`config.mk`:
```
export PLATFORM = sky130hd
export DESIGN_NAME = wb_mem_arbiter
export DESIGN_NICKNAME = d
export VERILOG_FILES = /design/src/rtl/wb_mem_arbiter.sv
export SDC_FILE = /design/constraint.sdc
export NUM_CORES = 1
export LEC_CHECK = 0
export CAP_MARGIN = 20
export CORE_AREA = 2 2 126 128
export CTS_CLUSTER_SIZE = 16
export DETAILED_ROUTE_END_ITERATION = 16
export DIE_AREA = 0 0 128 130
export GPL_ROUTABILITY_DRIVEN = 0
export PLACE_DENSITY_LB_ADDON = 0.2
export SETUP_SLACK_MARGIN = 0.3
export SYNTH_ARGS = -nofsm -noshare
export SYNTH_HDL_FRONTEND = slang
export SYNTH_SLANG_ARGS = --single-unit
```
`constraint.sdc`:
```
create_clock -name clk -period 2.95 [get_ports clk]
set_input_delay 0.4425 -clock clk [delete_from_list [all_inputs] [get_ports clk]]
set_output_delay 0.4425 -clock clk [all_outputs]
set_load 0.02 [all_outputs]
```
`src/rtl/wb_mem_arbiter.sv`:
```
`default_nettype none
// ============================================================================
//  Module   : wb_mem_arbiter
//  Purpose  : Two-master Wishbone arbiter in front of a single memory adapter
//             slave port. Grants are round-robin and held for a whole bus
//             cycle (while the owner's cyc stays high). A new grant is only
//             issued while the adapter reports not busy, so posted writes
//             drain before the port changes hands. A watchdog terminates a
//             stalled cycle with a one-cycle error response.
//
//  Ports    : clk, rst            - clock, synchronous active-high reset
//             m0_* / m1_*         - Wishbone master ports (cyc, stb, we, addr,
//                                   cti, bte, sel, write data in; read data,
//                                   ack, err out)
//             s_*                 - Wishbone port towards the memory adapter
//             s_busy_i            - adapter busy (write-back still pending)
//             grant               - one-hot current owner, 00 when none
//
//  Revision : 1.0 - initial release
// ============================================================================
module wb_mem_arbiter #(
    parameter int TIMEOUT  = 1024,
    parameter int CNT_BITS = 10
) (
    input  logic        clk,
    input  logic        rst,

    input  logic        m0_cyc_i,
    input  logic        m0_stb_i,
    input  logic        m0_we_i,
    input  logic [31:2] m0_addr_i,
    input  logic [2:0]  m0_cti_i,
    input  logic [1:0]  m0_bte_i,
    input  logic [3:0]  m0_sel_i,
    input  logic [31:0] m0_data_i,
    output logic [31:0] m0_data_o,
    output logic        m0_ack_o,
    output logic        m0_err_o,

    input  logic        m1_cyc_i,
    input  logic        m1_stb_i,
    input  logic        m1_we_i,
    input  logic [31:2] m1_addr_i,
    input  logic [2:0]  m1_cti_i,
    input  logic [1:0]  m1_bte_i,
    input  logic [3:0]  m1_sel_i,
    input  logic [31:0] m1_data_i,
    output logic [31:0] m1_data_o,
    output logic        m1_ack_o,
    output logic        m1_err_o,

    output logic        s_cyc_o,
    output logic        s_stb_o,
    output logic        s_we_o,
    output logic [31:2] s_addr_o,
    output logic [2:0]  s_cti_o,
    output logic [1:0]  s_bte_o,
    output logic [3:0]  s_sel_o,
    output logic [31:0] s_data_o,
    input  logic [31:0] s_data_i,
    input  logic        s_ack_i,
    input  logic        s_busy_i,

    output logic [1:0]  grant
);

    typedef enum logic [1:0] {
        ST_IDLE  = 2'd0,
        ST_GNT0  = 2'd1,
        ST_GNT1  = 2'd2,
        ST_DRAIN = 2'd3
    } state_t;

    localparam logic [CNT_BITS-1:0] c_CNT_MAX = CNT_BITS'(TIMEOUT - 1);

    state_t              r_state;
    logic                r_last;    // master served most recently
    logic [CNT_BITS-1:0] r_cnt;     // stalled-strobe watchdog count

    logic w_own0;
    logic w_own1;
    logic w_cyc;
    logic w_stb;
    logic w_stall;
    logic w_fire;

    // Ownership is qualified by rst so the reset cycle itself already shows
    // a quiet bus, whatever state the register still holds.
    assign w_own0 = !rst && (r_state == ST_GNT0);
    assign w_own1 = !rst && (r_state == ST_GNT1);

    assign w_cyc = w_own0 ? m0_cyc_i : (w_own1 ? m1_cyc_i : 1'b0);
    assign w_stb = w_own0 ? m0_stb_i : (w_own1 ? m1_stb_i : 1'b0);

    // A strobe the slave has not acknowledged this cycle.
    assign w_stall = w_cyc && w_stb && !s_ack_i;
    // An ack in the firing cycle keeps w_stall low, so the ack wins.
    assign w_fire  = w_stall && (r_cnt == c_CNT_MAX);

    // ------------------------------------------------------------------
    // Combinational signal routing from the registered owner
    // ------------------------------------------------------------------
    always_comb begin
        s_cyc_o  = 1'b0;
        s_stb_o  = 1'b0;
        s_we_o   = 1'b0;
        s_addr_o = '0;
        s_cti_o  = '0;
        s_bte_o  = '0;
        s_sel_o  = '0;
        s_data_o = '0;
        // Everything towards the slave is gated by the owner's cyc, so the
        // cycle in which cyc drops already presents an idle bus.
        if (w_own0 && m0_cyc_i) begin
            s_cyc_o  = 1'b1;
            s_stb_o  = m0_stb_i;
            s_we_o   = m0_we_i;
            s_addr_o = m0_addr_i;
            s_cti_o  = m0_cti_i;
            s_bte_o  = m0_bte_i;
            s_sel_o  = m0_sel_i;
            s_data_o = m0_data_i;
        end else if (w_own1 && m1_cyc_i) begin
            s_cyc_o  = 1'b1;
            s_stb_o  = m1_stb_i;
            s_we_o   = m1_we_i;
            s_addr_o = m1_addr_i;
            s_cti_o  = m1_cti_i;
            s_bte_o  = m1_bte_i;
            s_sel_o  = m1_sel_i;
            s_data_o = m1_data_i;
        end
    end

    assign grant     = {w_own1, w_own0};
    assign m0_ack_o  = w_own0 && s_ack_i;
    assign m1_ack_o  = w_own1 && s_ack_i;
    assign m0_err_o  = w_own0 && w_fire;
    assign m1_err_o  = w_own1 && w_fire;
    assign m0_data_o = s_data_i;
    assign m1_data_o = s_data_i;

    // ------------------------------------------------------------------
    // Ownership state, round-robin pointer and watchdog
    // ------------------------------------------------------------------
    always_ff @(posedge clk) begin
        if (rst) begin
            r_state <= ST_IDLE;
            r_last  <= 1'b1;        // m0 wins the first tie
            r_cnt   <= '0;
        end else begin
            case (r_state)
                ST_IDLE: begin
                    r_cnt <= '0;
                    if (!s_busy_i) begin
                        if (m0_cyc_i && m1_cyc_i) begin
                            if (r_last) begin
                                r_state <= ST_GNT0;
                                r_last  <= 1'b0;
                            end else begin
                                r_state <= ST_GNT1;
                                r_last  <= 1'b1;
                            end
                        end else if (m0_cyc_i) begin
                            r_state <= ST_GNT0;
                            r_last  <= 1'b0;
                        end else if (m1_cyc_i) begin
                            r_state <= ST_GNT1;
                            r_last  <= 1'b1;
                        end
                    end
                end

                ST_GNT0, ST_GNT1: begin
                    if (w_fire || !w_cyc) begin
                        r_state <= ST_DRAIN;
                        r_cnt   <= '0;
                    end else if (w_stall) begin
                        // Saturating; the fire path above normally leaves first.
                        if (r_cnt != c_CNT_MAX) begin
                            r_cnt <= r_cnt + 1'b1;
                        end
                    end else begin
                        r_cnt <= '0;
                    end
                end

                ST_DRAIN: begin
                    r_cnt <= '0;
                    if (!s_busy_i) begin
                        r_state <= ST_IDLE;
                    end
                end

                default: begin
                    r_state <= ST_IDLE;
                    r_cnt   <= '0;
                end
            endcase
        end
    end

endmodule
`default_nettype wire

```
* Yosys cells after proc, flatten, opt, wreduce, memory -nomap -nowiden
Index checks and enable logic that the tools add are counted.
Word-level totals: latch bits 0, input port bits 184, memories 0, output and inout bits 144, ROM bits 0, register bits 13, bits in writable memories 0
Cells by class: magnitude comparators 0, reduce and logical (&&, ||, !) cells 22, eq/ne operators 10, divide/modulo/power cells 0, bitwise operators 1, shift-type cells 0, muxes and demuxes 36, add/sub/neg operators 1, $mul 0
Operator list (number):
- 32-bit 2-to-1 mux | 2
- 30-bit 2-to-1 mux | 2
- 10-bit 2-to-1 mux | 3
- 10-bit one-hot mux with 2 select lines | 1
- 2-bit 2-to-1 mux | 9
- 1-bit 2-to-1 mux | 14
- 1-bit logical AND | 12
- 10-bit by 1-bit adder with 10-bit output, second input constant | 1
- 10-bit == test, second input constant | 1
- 10-bit != test, second input constant | 1
- 4-bit 2-to-1 mux | 2
- 4-bit != test, second input constant | 2
- 3-bit 2-to-1 mux | 2
- 2-bit != test, second input constant | 3
- 2-bit one-hot mux with 3 select lines | 1
- 2-bit == test, second input constant | 2
- 4-bit AND reduction | 1
- 2-bit OR reduction | 2
- 1-bit zero test | 3
- 3-bit AND reduction | 1
- 3-bit nonzero test | 1
- 2-bit by 1-bit == test with 1-bit output, second input constant | 1
- 2-bit zero test | 1
- 1-bit logical OR | 1
- 1-bit inverter | 1

* Depth between registers and ports, before layout
depth after elaboration 10, gate-level depth with buffers 8, mapped depth without buffers 7

* Worst setup path after synthesis
No wires, ideal clock.
path kind register -> output, start point register r_state[1], end point output port m0_err_o, path slack 0.675 ns, arrival 1.833 ns, cell stages (with the launch flop) 7, cell sequence dfxtp_1 -> inv_1 -> ha_1 -> nand3b_1 -> a211o_1 -> or3_4 -> nor3b_2
On the way: cells in the longest elaborated chain, start to end 8, elaborated cells between the ends (all ways) 12, those cells by class eq/ne: 2; mux: 4; reduce/logical: 6
Ends and longest elaborated chain:
- start, declared | RTL line 76 | state_t r_state;
- start signal, assigned | RTL line 148 | r_state <= ST_IDLE;
- start signal, assigned | RTL line 158 | r_state <= ST_GNT0;
- start signal, assigned | RTL line 161 | r_state <= ST_GNT1;
- 2-bit == test | RTL line 90 | assign w_own1 = !rst && (r_state == ST_GNT1);
- 1-bit logical AND | RTL line 90
- 1-bit 2-to-1 mux (on tied branches) (2 in a row) | RTL line 92, 93
- 1-bit logical AND (2 in a row) | RTL line 96 | assign w_stall = w_cyc && w_stb && !s_ack_i;
- 1-bit logical AND | RTL line 98 | assign w_fire = w_stall && (r_cnt == c_CNT_MAX);
- 1-bit logical AND (*) | RTL line 138 | assign m0_err_o = w_own0 && w_fire;
- end, declared | RTL line 38 | output logic m0_err_o,
Mark *: on every way between the ends. The rest lies on a longest branch, timed or not.

* Worst setup path in the final report
start point input port m1_stb_i, end point output port m1_err_o
On the way: cells in the longest elaborated chain, start to end 6
Ends and longest elaborated chain:
- start, declared | RTL line 41 | input logic m1_stb_i,
- 1-bit 2-to-1 mux (2 in a row) | RTL line 93 | assign w_stb = w_own0 ? m0_stb_i : (w_own1 ? m1_stb_i : 1'b0);
- 1-bit logical AND (2 in a row) | RTL line 96
- 1-bit logical AND | RTL line 98
- 1-bit logical AND | RTL line 139 | assign m1_err_o = w_own1 && w_fire;
- end, declared | RTL line 50 | output logic m1_err_o,
No other way between the ends.

==> results list <==
- TritonCTS sink count: 13
* Mean Syn Cell Area: roughly 8.1 um^2
- Count of vias placed by the detailed router: about 2600
- Summed over all nets, the switching power comes to roughly 0.00057 W.
- Data on the critical path arrives at its endpoint at 2.18 ns.
- Overflow left after global routing: 0
- Once detailed placement completed, the half-perimeter wirelength came to around 10000 um.
- Dominant cell type by area after synthesis: sky130_fd_sc_hd__a22o_1
* Worst r2r dst: r_cnt[7]
- Placement Rows: 46
- Combinational logic burns between 60 and 70% of the power.
- In the synthesized netlist, the cells that appear most often are sky130_fd_sc_hd__a22o_1 (73), sky130_fd_sc_hd__buf_4 (67), sky130_fd_sc_hd__buf_2 (15).
* Worst setup SP type: input port
* Critical path launch point: m1_stb_i
* Top Ports: between 300 and 400
* Number of global-route vias before repair: between 2000 and 3000
- Clock-pin slew was measured on the worst setup and hold paths at roughly 0.05 ns.
- Die footprint: 16600 um^2
- The count of nets left with antenna violations once routing finished came out at 0.
- R2r setup slk: 1.16 ns
- The initial utilization of the core area, before any placement, comes to between 10% and 20%.
* Largest cells by area after synthesis: sky130_fd_sc_hd__a22o_1 (32%), sky130_fd_sc_hd__buf_4 (25%), sky130_fd_sc_hd__dfxtp_1 (13%)
- The internal power of the cells totals between 0.0008 and 0.0009 W.
- Entering global routing, the biggest net connects 33 pins.
* Place WS: -0.0317 ns
* Number of synthesized flops with an enable pin: 0
- CTS tree: done
* Post-synth cell types: 35
- The clock passes through at most 2 buffers.
- Inserted Clock Buffers: 3
- Overall power after layout: ~0.0015 W
- Setup violations remaining at the end of the flow were counted as 0.
- The critical path goes through clkdlybuf4s50_1 -> nand3b_1 -> a211o_1 -> or3_4 -> nor3b_2 -> buf_4.
- The final layout contains routed wiring with a total length of between 10000 and 15000 um.
- The slowest stage of the critical path is the sky130_fd_sc_hd__clkdlybuf4s50_1 cell.
* Critical Path End: m1_err_o
- Of all nets on the critical path, the largest fanout is 4.
- Final core area utilization: a little over a quarter
- Summed negative setup slack over all endpoints: 0 ns
- Setup repair after global routing could not meet its margin everywhere.
- At the pin with the least slew margin, the transition time is roughly 0.37 ns.
- Critical path depth: 6
- Die Wd: between 100 and 150 um
* Number of H-tree levels: 1
- At the end of the flow, the number of nets in the layout was 604.
- The worst path meets setup with between 0.3 and 0.4 ns of slack.
- Share of the synthesized area in the top cell type: between 30% and 40%
- At the later pin of the worst-skew pair, clock insertion delay measures between 0.2 and 0.25 ns.
- Post-layout min period: ~2.6 ns
- Summing every instance area after synthesis gives 1990 um^2.
- Of the available clock period, the critical path in the final layout requires ~89%.
* Hold-fix buffer count after cts: 0
- Detailed router's first-iteration violation count: 92
- Counting flops with an async set or reset pin after synthesis yields a share of 0%.
* Slew Viols, Final: 0
- Length in cells of the worst reg-to-reg path: 7
- Top achievable clock speed: 0.382 GHz
* Master cell of the clock root buffer: sky130_fd_sc_hd__clkbuf_16
* Clock network fraction of total power: 17.6%
* Type of destination of the critical path: output port
- The region available for standard cell placement spans between 15000 and 20000 um^2.
* Layout Area Growth over Synthesis: 106%
- The final number of hold-violating endpoints is 0.
* Hold/Removal Path Class: flip-flop to flip-flop
- Y dimension of the die: approximately 130 um
- Antenna violations before repair: 0
- Post-synthesis sequential area ratio: a little over an eighth
* CP bufs+invs: 2
* Seq cells post-synth: 13
- Synthesis handed over a netlist of between 200 and 250 instances.
* Worst vdd rail ir drop: 0.244 mV
- Of the cells placed in the final design, the portion with a size suffix greater than 1 is around a fifth.
* Largest delay contributor family on the critical path: simple AND/OR/NAND/NOR gates
- Worst endpoint required time: between 2 and 3 ns
* First-pass GRT wire length: about 17000 um
- The share of total power dissipated in sequential elements is between 10% and 20%.
- Pwr per Cell Area: 355 nW/um^2
- Total routing resource utilization after global routing: 13.5%
- For this run, the number of Yosys warnings is 0.
- For this run, design rule violations remaining after detail routing come to 0.
- The tool flagged a number of max-cap violations equal to 0.
- Relative slew margins: between 70% and 80%
- In this design, the stage delay of the slowest critical-path cell is about 0.5 ns.
- Outcome: complete, no violations
- For this design the static power due to leakage is between 1.5 and 2 nW.
- Number of port buffers: 231
* Setup Skew: 0.000674 ns
* Switching share of total power: between 30% and 40%
- Primary FF master, synth: sky130_fd_sc_hd__dfxtp_1
- Yosys instantiated no cell more often than sky130_fd_sc_hd__a22o_1.
- Diodes inserted: 0
- Setup CP Type: input port to output port
- The worst register-to-register path begins at r_state[1].
- Number of iterations in the first detailed-routing pass: 5
* Routed length per instance: ~21 um
- After detailed routing, the number of vias per cell comes to 4.22.
- When the netlist entered floorplanning its net count stood at approximately 440.
[power by group through the flow]
stage / sequential [W] / combinational, W / clock, W
4_1_cts: 0.000204 / 0.00101 / 0.000260
3_3_place_gp: 0.000206 / 0.00102 / 0
6_report: 0.000206 / 0.000997 / 0.000257
5_1_grt: 0.000208 / 0.00106 / 0.000272
2_1_floorplan: 0.000203 / 0.000600 / 0
3_5_place_dp: 0.000206 / 0.00102 / 0
[metrics by stage]
stage / area [um^2] / cells / hold WS (ns)
global route: 4120 / 606 / 0.488
CTS: 4230 / 606 / 0.475
finish: 4120 / 606 / 0.476
global placement: 4080 / 596 / 0.451
floorplan: 1990 / 247 / 0.430
detailed placement: 4080 / 596 / 0.462
[cells in the final DEF (no fill, tap or decap), types with 3 or more instances in the layout]
cell type                         netlist  final
sky130_fd_sc_hd__inv_1                  4      4
sky130_fd_sc_hd__clkdlybuf4s50_1        0    154
sky130_fd_sc_hd__ha_1                   5      4
sky130_fd_sc_hd__clkbuf_2               0     39
sky130_fd_sc_hd__nor3_1                 3      3
sky130_fd_sc_hd__dfxtp_1               13     11
sky130_fd_sc_hd__a21oi_1                4      4
sky130_fd_sc_hd__dlygate4sd2_1          0     12
sky130_fd_sc_hd__clkbuf_16              0      3
sky130_fd_sc_hd__a22o_1                73     71
sky130_fd_sc_hd__xor2_1                 5      5
sky130_fd_sc_hd__nand3_1                4      4
sky130_fd_sc_hd__clkdlybuf4s15_1        0     16
sky130_fd_sc_hd__xnor2_1                3      3
sky130_fd_sc_hd__buf_4                 67     12
sky130_fd_sc_hd__nor2b_1                3      3
sky130_fd_sc_hd__nand2_1                7      7
sky130_fd_sc_hd__nor2_1                13     13
sky130_fd_sc_hd__buf_12                 0      8
[worst min-delay path by stage]
stage	cells after the start	from	end
floorplan	1	r_cnt[0]	r_cnt[0]
CTS	1	r_cnt[0]	r_cnt[0]
detailed placement	1	r_cnt[0]	r_cnt[0]
global route	1	r_cnt[0]	r_cnt[0]
global placement	1	r_cnt[0]	r_cnt[0]
finish	1	r_cnt[0]	r_cnt[0]
[cell families after synthesis]
group,after synthesis,synth area share [%]
simple gates,48,14.2
flops,13,13.0
xor+xnor,8,3.51
buf+inv,87,29.9
compound gates,86,36.1
fa+ha+maj,5,3.14
[area by class of cell]
class	count	area (um^2)
fillers	1687	11300
repair buffers	246	2370
multi-input cells	147	1150
flip-flops and latches	13	263
well taps	192	240
clock buffers	3	75.1
inverters	4	15.0
clock inverters	1	5.00
[per-layer routing]
metal,global-route usage [%],wire (um),vias up
met3,4.39,1340,4
li1,-,-,1182
met2,25.4,6450,178
met5,0,0,-
met1,15.7,4800,1193
met4,0.582,29,0
[sequential cells by signal, summed over array words and instances, names as in the netlist]
register,count
r_cnt,10
r_last,1
r_state,2
[timing repair]
action,in CTS,in global routing
setup endpoints to repair,69,74
buffers inserted,3,0
gates resized for setup,73,98
gates cloned,3,0
pin swaps,1,0
Note: power is estimated with default switching activity, not from simulation.
